$ cat src/rtl/msi_pkg.sv
// Shared MSI types: line states, bus snoop opcodes and the snoop FSM encoding.
package msi_pkg;

    typedef enum logic [1:0] {
        I = 2'b00,
        S = 2'b01,
        M = 2'b10
    } msi_state_t;

    typedef enum logic [1:0] {
        NONE     = 2'b00,
        BUS_RD   = 2'b01,
        BUS_RDX  = 2'b10,
        BUS_UPGR = 2'b11
    } bus_op_t;

    typedef enum logic [1:0] {
        ST_IDLE   = 2'b00,
        ST_LOOKUP = 2'b01,
        ST_FLUSH  = 2'b10,
        ST_ACK    = 2'b11
    } snp_fsm_t;

    // Raw 2-bit state from the processor side; the unused encoding reads as invalid.
    function automatic msi_state_t to_msi_state(input logic [1:0] raw);
        msi_state_t st;
        case (raw)
            2'b01:   st = S;
            2'b10:   st = M;
            default: st = I;
        endcase
        return st;
    endfunction

endpackage

$ cat src/rtl/msi_line_array.sv
// Direct-mapped tag/state/data register file: one write port, two async read ports.
module msi_line_array
    import msi_pkg::*;
#(
    parameter int unsigned IDX_W  = 2,
    parameter int unsigned TAG_W  = 3,
    parameter int unsigned DATA_W = 4
) (
    input  logic              clock,
    input  logic              reset_n,
    // snoop state-only update (takes priority)
    input  logic              snp_we_i,
    input  logic [IDX_W-1:0]  snp_index_i,
    input  msi_state_t        snp_state_i,
    // local full-line update
    input  logic              lu_we_i,
    input  logic [IDX_W-1:0]  lu_index_i,
    input  logic [TAG_W-1:0]  lu_tag_i,
    input  msi_state_t        lu_state_i,
    input  logic [DATA_W-1:0] lu_data_i,
    // snoop lookup port
    input  logic [IDX_W-1:0]  lk_index_i,
    output logic [TAG_W-1:0]  lk_tag_o,
    output msi_state_t        lk_state_o,
    output logic [DATA_W-1:0] lk_data_o,
    // processor read port
    input  logic [IDX_W-1:0]  rd_index_i,
    output logic [TAG_W-1:0]  rd_tag_o,
    output msi_state_t        rd_state_o,
    output logic [DATA_W-1:0] rd_data_o
);

    localparam int unsigned LINES = 2 ** IDX_W;

    logic [TAG_W-1:0]  tag_q   [LINES];
    msi_state_t        state_q [LINES];
    logic [DATA_W-1:0] data_q  [LINES];

    // Single write port: snoop changes only the state, local update rewrites the whole line.
    always_ff @(posedge clock or negedge reset_n) begin
        if (!reset_n) begin
            for (int unsigned i = 0; i < LINES; i++) begin
                tag_q[i]   <= '0;
                state_q[i] <= I;
                data_q[i]  <= '0;
            end
        end else if (snp_we_i) begin
            state_q[snp_index_i] <= snp_state_i;
        end else if (lu_we_i) begin
            tag_q[lu_index_i]   <= lu_tag_i;
            state_q[lu_index_i] <= lu_state_i;
            data_q[lu_index_i]  <= lu_data_i;
        end
    end

    // Combinational reads, no write bypass.
    always_comb begin
        lk_tag_o   = tag_q[lk_index_i];
        lk_state_o = state_q[lk_index_i];
        lk_data_o  = data_q[lk_index_i];
        rd_tag_o   = tag_q[rd_index_i];
        rd_state_o = state_q[rd_index_i];
        rd_data_o  = data_q[rd_index_i];
    end

endmodule

$ cat src/rtl/msi_snoop_responder.sv
// Snoop-side MSI controller: applies bus snoop transitions to the local line
// array and flushes dirty data when the line is held in M.
module msi_snoop_responder
    import msi_pkg::*;
#(
    parameter int unsigned CPU_ID = 0,
    parameter int unsigned ID_W   = 2,
    parameter int unsigned IDX_W  = 2,
    parameter int unsigned TAG_W  = 3,
    parameter int unsigned DATA_W = 4
) (
    input  logic                   clock,
    input  logic                   reset_n,
    input  logic                   snp_valid,
    output logic                   snp_ready,
    input  logic [1:0]             snp_op,
    input  logic [ID_W-1:0]        snp_src,
    input  logic [TAG_W+IDX_W-1:0] snp_addr,
    output logic                   snp_done,
    output logic                   snp_shared,
    output logic                   wb_valid,
    input  logic                   wb_ready,
    output logic [TAG_W+IDX_W-1:0] wb_addr,
    output logic [DATA_W-1:0]      wb_data,
    input  logic                   lu_valid,
    output logic                   lu_ready,
    input  logic [IDX_W-1:0]       lu_index,
    input  logic [TAG_W-1:0]       lu_tag,
    input  logic [1:0]             lu_state,
    input  logic [DATA_W-1:0]      lu_data,
    input  logic [IDX_W-1:0]       rd_index,
    output logic [TAG_W-1:0]       rd_tag,
    output logic [1:0]             rd_state,
    output logic [DATA_W-1:0]      rd_data
);

    localparam int unsigned ADDR_W = TAG_W + IDX_W;

    snp_fsm_t            fsm_q, fsm_d;
    bus_op_t             op_q, op_d;
    logic [ID_W-1:0]     src_q, src_d;
    logic [ADDR_W-1:0]   addr_q, addr_d;
    logic                done_q, done_d;
    logic                shared_q, shared_d;
    logic                wb_valid_q, wb_valid_d;
    logic [ADDR_W-1:0]   wb_addr_q, wb_addr_d;
    logic [DATA_W-1:0]   wb_data_q, wb_data_d;

    logic                snp_req;
    logic                lu_we;
    logic                st_we;
    msi_state_t          st_new;
    logic [IDX_W-1:0]    snp_idx;
    logic [TAG_W-1:0]    snp_tag;
    logic [TAG_W-1:0]    lk_tag;
    msi_state_t          lk_state;
    logic [DATA_W-1:0]   lk_data;
    msi_state_t          rd_state_s;
    logic                hit;
    logic                remote;

    assign snp_req   = snp_valid && (snp_op != 2'b00);
    assign snp_ready = (fsm_q == ST_IDLE);
    assign lu_ready  = (fsm_q == ST_IDLE) && !snp_req;
    assign lu_we     = lu_valid && lu_ready;
    assign snp_idx   = addr_q[IDX_W-1:0];
    assign snp_tag   = addr_q[ADDR_W-1:IDX_W];
    assign hit       = (lk_state != I) && (lk_tag == snp_tag);
    assign remote    = (src_q != ID_W'(CPU_ID));

    msi_line_array #(
        .IDX_W  (IDX_W),
        .TAG_W  (TAG_W),
        .DATA_W (DATA_W)
    ) u_lines (
        .clock       (clock),
        .reset_n     (reset_n),
        .snp_we_i    (st_we),
        .snp_index_i (snp_idx),
        .snp_state_i (st_new),
        .lu_we_i     (lu_we),
        .lu_index_i  (lu_index),
        .lu_tag_i    (lu_tag),
        .lu_state_i  (to_msi_state(lu_state)),
        .lu_data_i   (lu_data),
        .lk_index_i  (snp_idx),
        .lk_tag_o    (lk_tag),
        .lk_state_o  (lk_state),
        .lk_data_o   (lk_data),
        .rd_index_i  (rd_index),
        .rd_tag_o    (rd_tag),
        .rd_state_o  (rd_state_s),
        .rd_data_o   (rd_data)
    );

    assign rd_state = rd_state_s;

    // Next-state, snoop transition and registered-output logic.
    always_comb begin
        fsm_d      = fsm_q;
        op_d       = op_q;
        src_d      = src_q;
        addr_d     = addr_q;
        done_d     = 1'b0;
        shared_d   = shared_q;
        wb_valid_d = wb_valid_q;
        wb_addr_d  = wb_addr_q;
        wb_data_d  = wb_data_q;
        st_we      = 1'b0;
        st_new     = I;

        case (fsm_q)
            ST_IDLE: begin
                if (snp_req) begin
                    op_d   = bus_op_t'(snp_op);
                    src_d  = snp_src;
                    addr_d = snp_addr;
                    fsm_d  = ST_LOOKUP;
                end
            end
            ST_LOOKUP: begin
                shared_d = hit;
                fsm_d    = ST_ACK;
                done_d   = 1'b1;
                if (remote && hit) begin
                    case (op_q)
                        BUS_RD: begin
                            if (lk_state == M) begin
                                st_we  = 1'b1;
                                st_new = S;
                            end
                        end
                        BUS_RDX, BUS_UPGR: begin
                            st_we  = 1'b1;
                            st_new = I;
                        end
                        default: ;
                    endcase
                    // Dirty data goes out on BusRd/BusRdX; BusUpgr on M is treated as S.
                    if ((lk_state == M) && ((op_q == BUS_RD) || (op_q == BUS_RDX))) begin
                        wb_valid_d = 1'b1;
                        wb_addr_d  = addr_q;
                        wb_data_d  = lk_data;
                        fsm_d      = ST_FLUSH;
                        done_d     = 1'b0;
                    end
                end
            end
            ST_FLUSH: begin
                if (wb_ready) begin
                    wb_valid_d = 1'b0;
                    fsm_d      = ST_ACK;
                    done_d     = 1'b1;
                end
            end
            ST_ACK: begin
                fsm_d = ST_IDLE;
            end
            default: fsm_d = ST_IDLE;
        endcase
    end

    // State and output registers.
    always_ff @(posedge clock or negedge reset_n) begin
        if (!reset_n) begin
            fsm_q      <= ST_IDLE;
            op_q       <= NONE;
            src_q      <= '0;
            addr_q     <= '0;
            done_q     <= 1'b0;
            shared_q   <= 1'b0;
            wb_valid_q <= 1'b0;
            wb_addr_q  <= '0;
            wb_data_q  <= '0;
        end else begin
            fsm_q      <= fsm_d;
            op_q       <= op_d;
            src_q      <= src_d;
            addr_q     <= addr_d;
            done_q     <= done_d;
            shared_q   <= shared_d;
            wb_valid_q <= wb_valid_d;
            wb_addr_q  <= wb_addr_d;
            wb_data_q  <= wb_data_d;
        end
    end

    assign snp_done   = done_q;
    assign snp_shared = shared_q;
    assign wb_valid   = wb_valid_q;
    assign wb_addr    = wb_addr_q;
    assign wb_data    = wb_data_q;

endmodule

$ cat config.mk
export PLATFORM = sky130hd
export DESIGN_NAME = msi_snoop_responder
export DESIGN_NICKNAME = d
export VERILOG_FILES = /design/src/rtl/msi_pkg.sv /design/src/rtl/msi_line_array.sv /design/src/rtl/msi_snoop_responder.sv
export SDC_FILE = /design/constraint.sdc
export NUM_CORES = 1
export LEC_CHECK = 0
export ABC_AREA = 1
export CORE_MARGIN = 5
export CORE_UTILIZATION = 49
export CTS_CLUSTER_DIAMETER = 100
export DETAILED_ROUTE_END_ITERATION = 10
export PLACE_DENSITY = 0.76
export SYNTH_ARGS = -nofsm -noshare
export SYNTH_HDL_FRONTEND = slang
export SYNTH_SLANG_ARGS = --single-unit
$ cat constraint.sdc
create_clock -name clock -period 1.8 [get_ports clock]
set_input_delay 0.45 -clock clock [delete_from_list [all_inputs] [get_ports clock]]
set_output_delay 0.45 -clock clock [all_outputs]
set_load 0.05 [all_outputs]
==> key figures, run 1 <==
Worst hold path
  • Min-delay worst type: primary input to async pin

Global route
  • Remaining Overflow, GRT: 0
  • GRT Total Usage: 22.2%
  • First-pass GRT wire length: 15000 um
  • Largest net degree at the start of global routing: 60
  • Initial antenna violation count: 0
  • Vias in the first global route: 3232

Drt
  • Total wire length: 10500 um
  • Met2 wire length: 5190 um
  • Routed Antenna Nets: 0
  • Met3 Wirelength: 786 um
  • Met1 wire length: 4250 um
  • Max Used Layer: met4
  • DR vias/cell: 5.71
  • Vias: 3486
  • WL per Instance: 17.2 um
  • DR iter-0 viols: 231
  • DRC: 0
  • First-pass DRT Iterations: 4

Critical path
  • Slack of the worst reg-to-reg path: -0.28 ns
  • R2R Path Start: addr_q[0]
  • Worst setup path endpoint: u_lines.tag_q[0]
  • Crit path required time: 2.07 ns
  • Reg2reg path depth: 14
  • Worst setup SP type: register
  • Worst setup path start: addr_q[0]
  • Arrival time worst endpoint: 2.35 ns
  • Worst setup EP type: register
  • Crit Path Class: register to register
  • Worst flop-to-flop path endpoint: u_lines.tag_q[0]
  • Max FO, Critical Path: 8

Floorplanning
  • Die outline width: 91.8 um
  • Die extent in y: 91.8 um
  • Initial Util: 51.0%
  • DIE AREA: 0.00842 mm^2
  • I/O Pins: 50
  • CORE AREA: 0.00642 mm^2
  • # rows: 29

Final layout
  • Layout Cell Area excl Fill: 0.00492 mm^2
  • Multi-input gate area: 0.00192 mm^2
  • Nets: 563
  • Antenna diodes: 0
  • Layout fillers: 432
  • Post-route insts no fill: 611
  • Area grow syn2layout: 50.3%
  • Register area: 0.00148 mm^2
  • Layout cell share with drive strength beyond 1: 33.7%

Yosys
  • #FFs+latches synth: 59
  • Synthesized area per cell: 7.59 um^2
  • Post-synth EDFFs: 0
  • Post-Synthesis Cells: 432
  • Part of the Yosys area used for sequential elements: 45.1%
  • Share of flip-flops with an asynchronous set or reset: 100%
  • Top_reg_cell synth: dfrtp_1
  • Yosys cell types: 26
  • Synthesized area: 0.00328 mm^2
  • Total of warnings raised by yosys: 0
  • Synthesized Nets: 466

Job
  • Max-cap violations: 0

Outcome
  • Run status: finished with violations
  • Failing checks: setup timing

STA
  • RSZ-0062 raised after global routing: true
  • Final max-slew violation count: 0
  • Fin worst setup slack: -0.283 ns
  • Clock Skew: 0.00928 ns
  • Slew headroom: 63.4%
  • Fmax: 480 MHz
  • Setup violations, final: 49
  • Tcrit/Tclk final: 116%
  • Min Tclk post-route: 2.08 ns
  • Least-Margin Pin Slew: 0.547 ns
  • Hold Fails Final Rpt: 0
  • Setup TNS: -9.56 ns

Power
  • Peak supply drop: 0.000822 V
  • PwrDens: 1610 mW/mm^2
  • Total power: 7950 uW
  • LEAKAGE: 0.00244 uW

Placement
  • Gpl congestion: 0.855
  • DP Worst Slack: -0.411 ns
  • Post-DP HPWL: 6080 um
  • Area after DPL: 0.00415 mm^2
  • # placed instances: 571
  • PortBufs: 49

Clock network
  • # hold bufs at CTS: 0
  • Worst-Skew Late Latency: 0.35 ns
  • H-tree depth: 3
  • Clock transition at path regs: 0.08 ns
  • CTS root buf: clkbuf_8
  • Cts bufs inserted: 9
  • CTS sink cnt: 59
  • Max Root-Sink Buffers: 2
  • CTS tree: done
## cells by family (layout without fill, tap and decap cells)
logic type,count (synthesis),count (layout),synth area share [%]
AOI/OAI and AO/OA,84,84,14.1
and+or+nand+nor,229,230,30.8
buffers and inverters,53,154,7.41
DFF,59,59,45.1
adders and majority gates,7,7,2.67
## cells in the mapped netlist, types with 2 or more instances
| master | n | share of area, % |
|---|---|---|
| o22ai_1 | 9 | 1.7 |
| nand2_1 | 143 | 16 |
| a221oi_1 | 4 | 1.1 |
| o21ai_1 | 37 | 5.7 |
| buf_2 | 2 | 0.31 |
| a21oi_1 | 8 | 1.2 |
| clkbuf_1 | 4 | 0.46 |
| ha_1 | 7 | 2.7 |
| nand3_4 | 5 | 2.7 |
| inv_1 | 37 | 4.2 |
| nand3_1 | 25 | 3.8 |
| o21ai_0 | 22 | 3.4 |
| a22o_1 | 4 | 1.1 |
| nor2_2 | 3 | 0.57 |
| dfrtp_1 | 59 | 45 |
| buf_6 | 5 | 1.7 |
| nor2_1 | 46 | 5.3 |
| inv_2 | 4 | 0.46 |
## flip-flops by register name, indices dropped and copies added, names as in the netlist
name / cells
op_q: 2
wb_data: 4
u_lines.tag_q: 12
snp_done: 1
u_lines.state_q: 8
snp_shared: 1
fsm_q: 2
wb_addr: 5
src_q: 2
wb_valid: 1
u_lines.data_q: 16
addr_q: 5
## power breakdown
group,internal (uW),total [uW],leakage [uW],switching (uW)
registers,1850,2410,0.000750,564
clock network,1100,1680,0.000133,576
logic,1600,3860,0.00156,2260
total,4540,7950,0.00244,3400
## worst max-delay path, cell delays in order, from the launching register on
cell	delay, ns
dfrtp_2	0.46
buf_6	0.16
nand2_1	0.06
nand2_1	0.08
nand2_1	0.10
nand2_2	0.13
nand3_2	0.09
nand2_1	0.08
nand2_2	0.08
inv_2	0.09
nand3_4	0.15
nand3_4	0.19
buf_12	0.15
nand2_1	0.07
o21ai_1	0.09
## what timing repair did
item,CTS,global route
endpoints found under the setup margin,48,52
resized for setup,55,56
cloned,3,4
pin swaps,4,22
buffers inserted,7,10
## through the flow
step / hold slack, ns / utilization (%)
global placement: 0.473 / 64.6
floorplan: 0.154 / -
global route: 0.115 / 76.7
CTS: 0.109 / 71.4
finish: 0.0788 / 76.7
detailed placement: 0.468 / 64.6
## per-layer routing
metal  GRT usage (%)  vias to the layer above
met5               0                        -
met4            11.4                        0
met3            3.68                       27
met2            36.3                      169
met1            28.3                     1681
li1                -                     1609
## placed cells by master (no fill, tap or decap), types with 5 or more instances in the layout
cell type | netlist | routed
a21oi_1 | 8 | 8
inv_1 | 37 | 32
nand2_2 | 1 | 30
clkdlybuf4s50_1 | 0 | 21
nand3_2 | 1 | 11
o21ai_1 | 37 | 41
o22ai_4 | 0 | 9
o21ai_2 | 0 | 11
nand2_1 | 143 | 111
buf_4 | 1 | 45
clkbuf_8 | 0 | 10
nor2_1 | 46 | 44
o21ai_0 | 22 | 7
dfrtp_1 | 59 | 57
ha_1 | 7 | 6
nand3_1 | 25 | 15
buf_6 | 5 | 12
buf_12 | 0 | 9
nand3_4 | 5 | 6
inv_2 | 4 | 5
## final cells by class
class,instances,share of cell area (%)
Clock buffer,10,2.79
Clock inverter,6,2.77
Inverter,41,3.38
Multi-Input combinational cell,321,39.0
Sequential cell,59,30.0
Tap cell,77,1.96
Timing Repair Buffer,95,19.7
Timing Repair inverter,2,0.305
## worst min-delay path by stage
stage	from	end	slack, ns	cells after the start
floorplan	reset_n	addr_q[0]	0.15	0
global placement	reset_n	u_lines.data_q[8]	0.47	2
detailed placement	wb_valid	wb_valid	0.47	2
CTS	reset_n	u_lines.data_q[4]	0.11	2
global route	reset_n	u_lines.data_q[4]	0.11	2
finish	reset_n	u_lines.state_q[0]	0.08	2
(Power assumes the default switching activity.)
==> inputs of run 2 (changes only) <==
--- a/config.mk
+++ b/config.mk
@@ -11,6 +11,7 @@
 export CTS_CLUSTER_DIAMETER = 100
 export DETAILED_ROUTE_END_ITERATION = 10
 export PLACE_DENSITY = 0.76
+export SLEW_MARGIN = 20
 export SYNTH_ARGS = -nofsm -noshare
 export SYNTH_HDL_FRONTEND = slang
 export SYNTH_SLANG_ARGS = --single-unit
==> results of run 2 <==
Same layout as run 1: the final DEF is identical, and so are final timing and power.
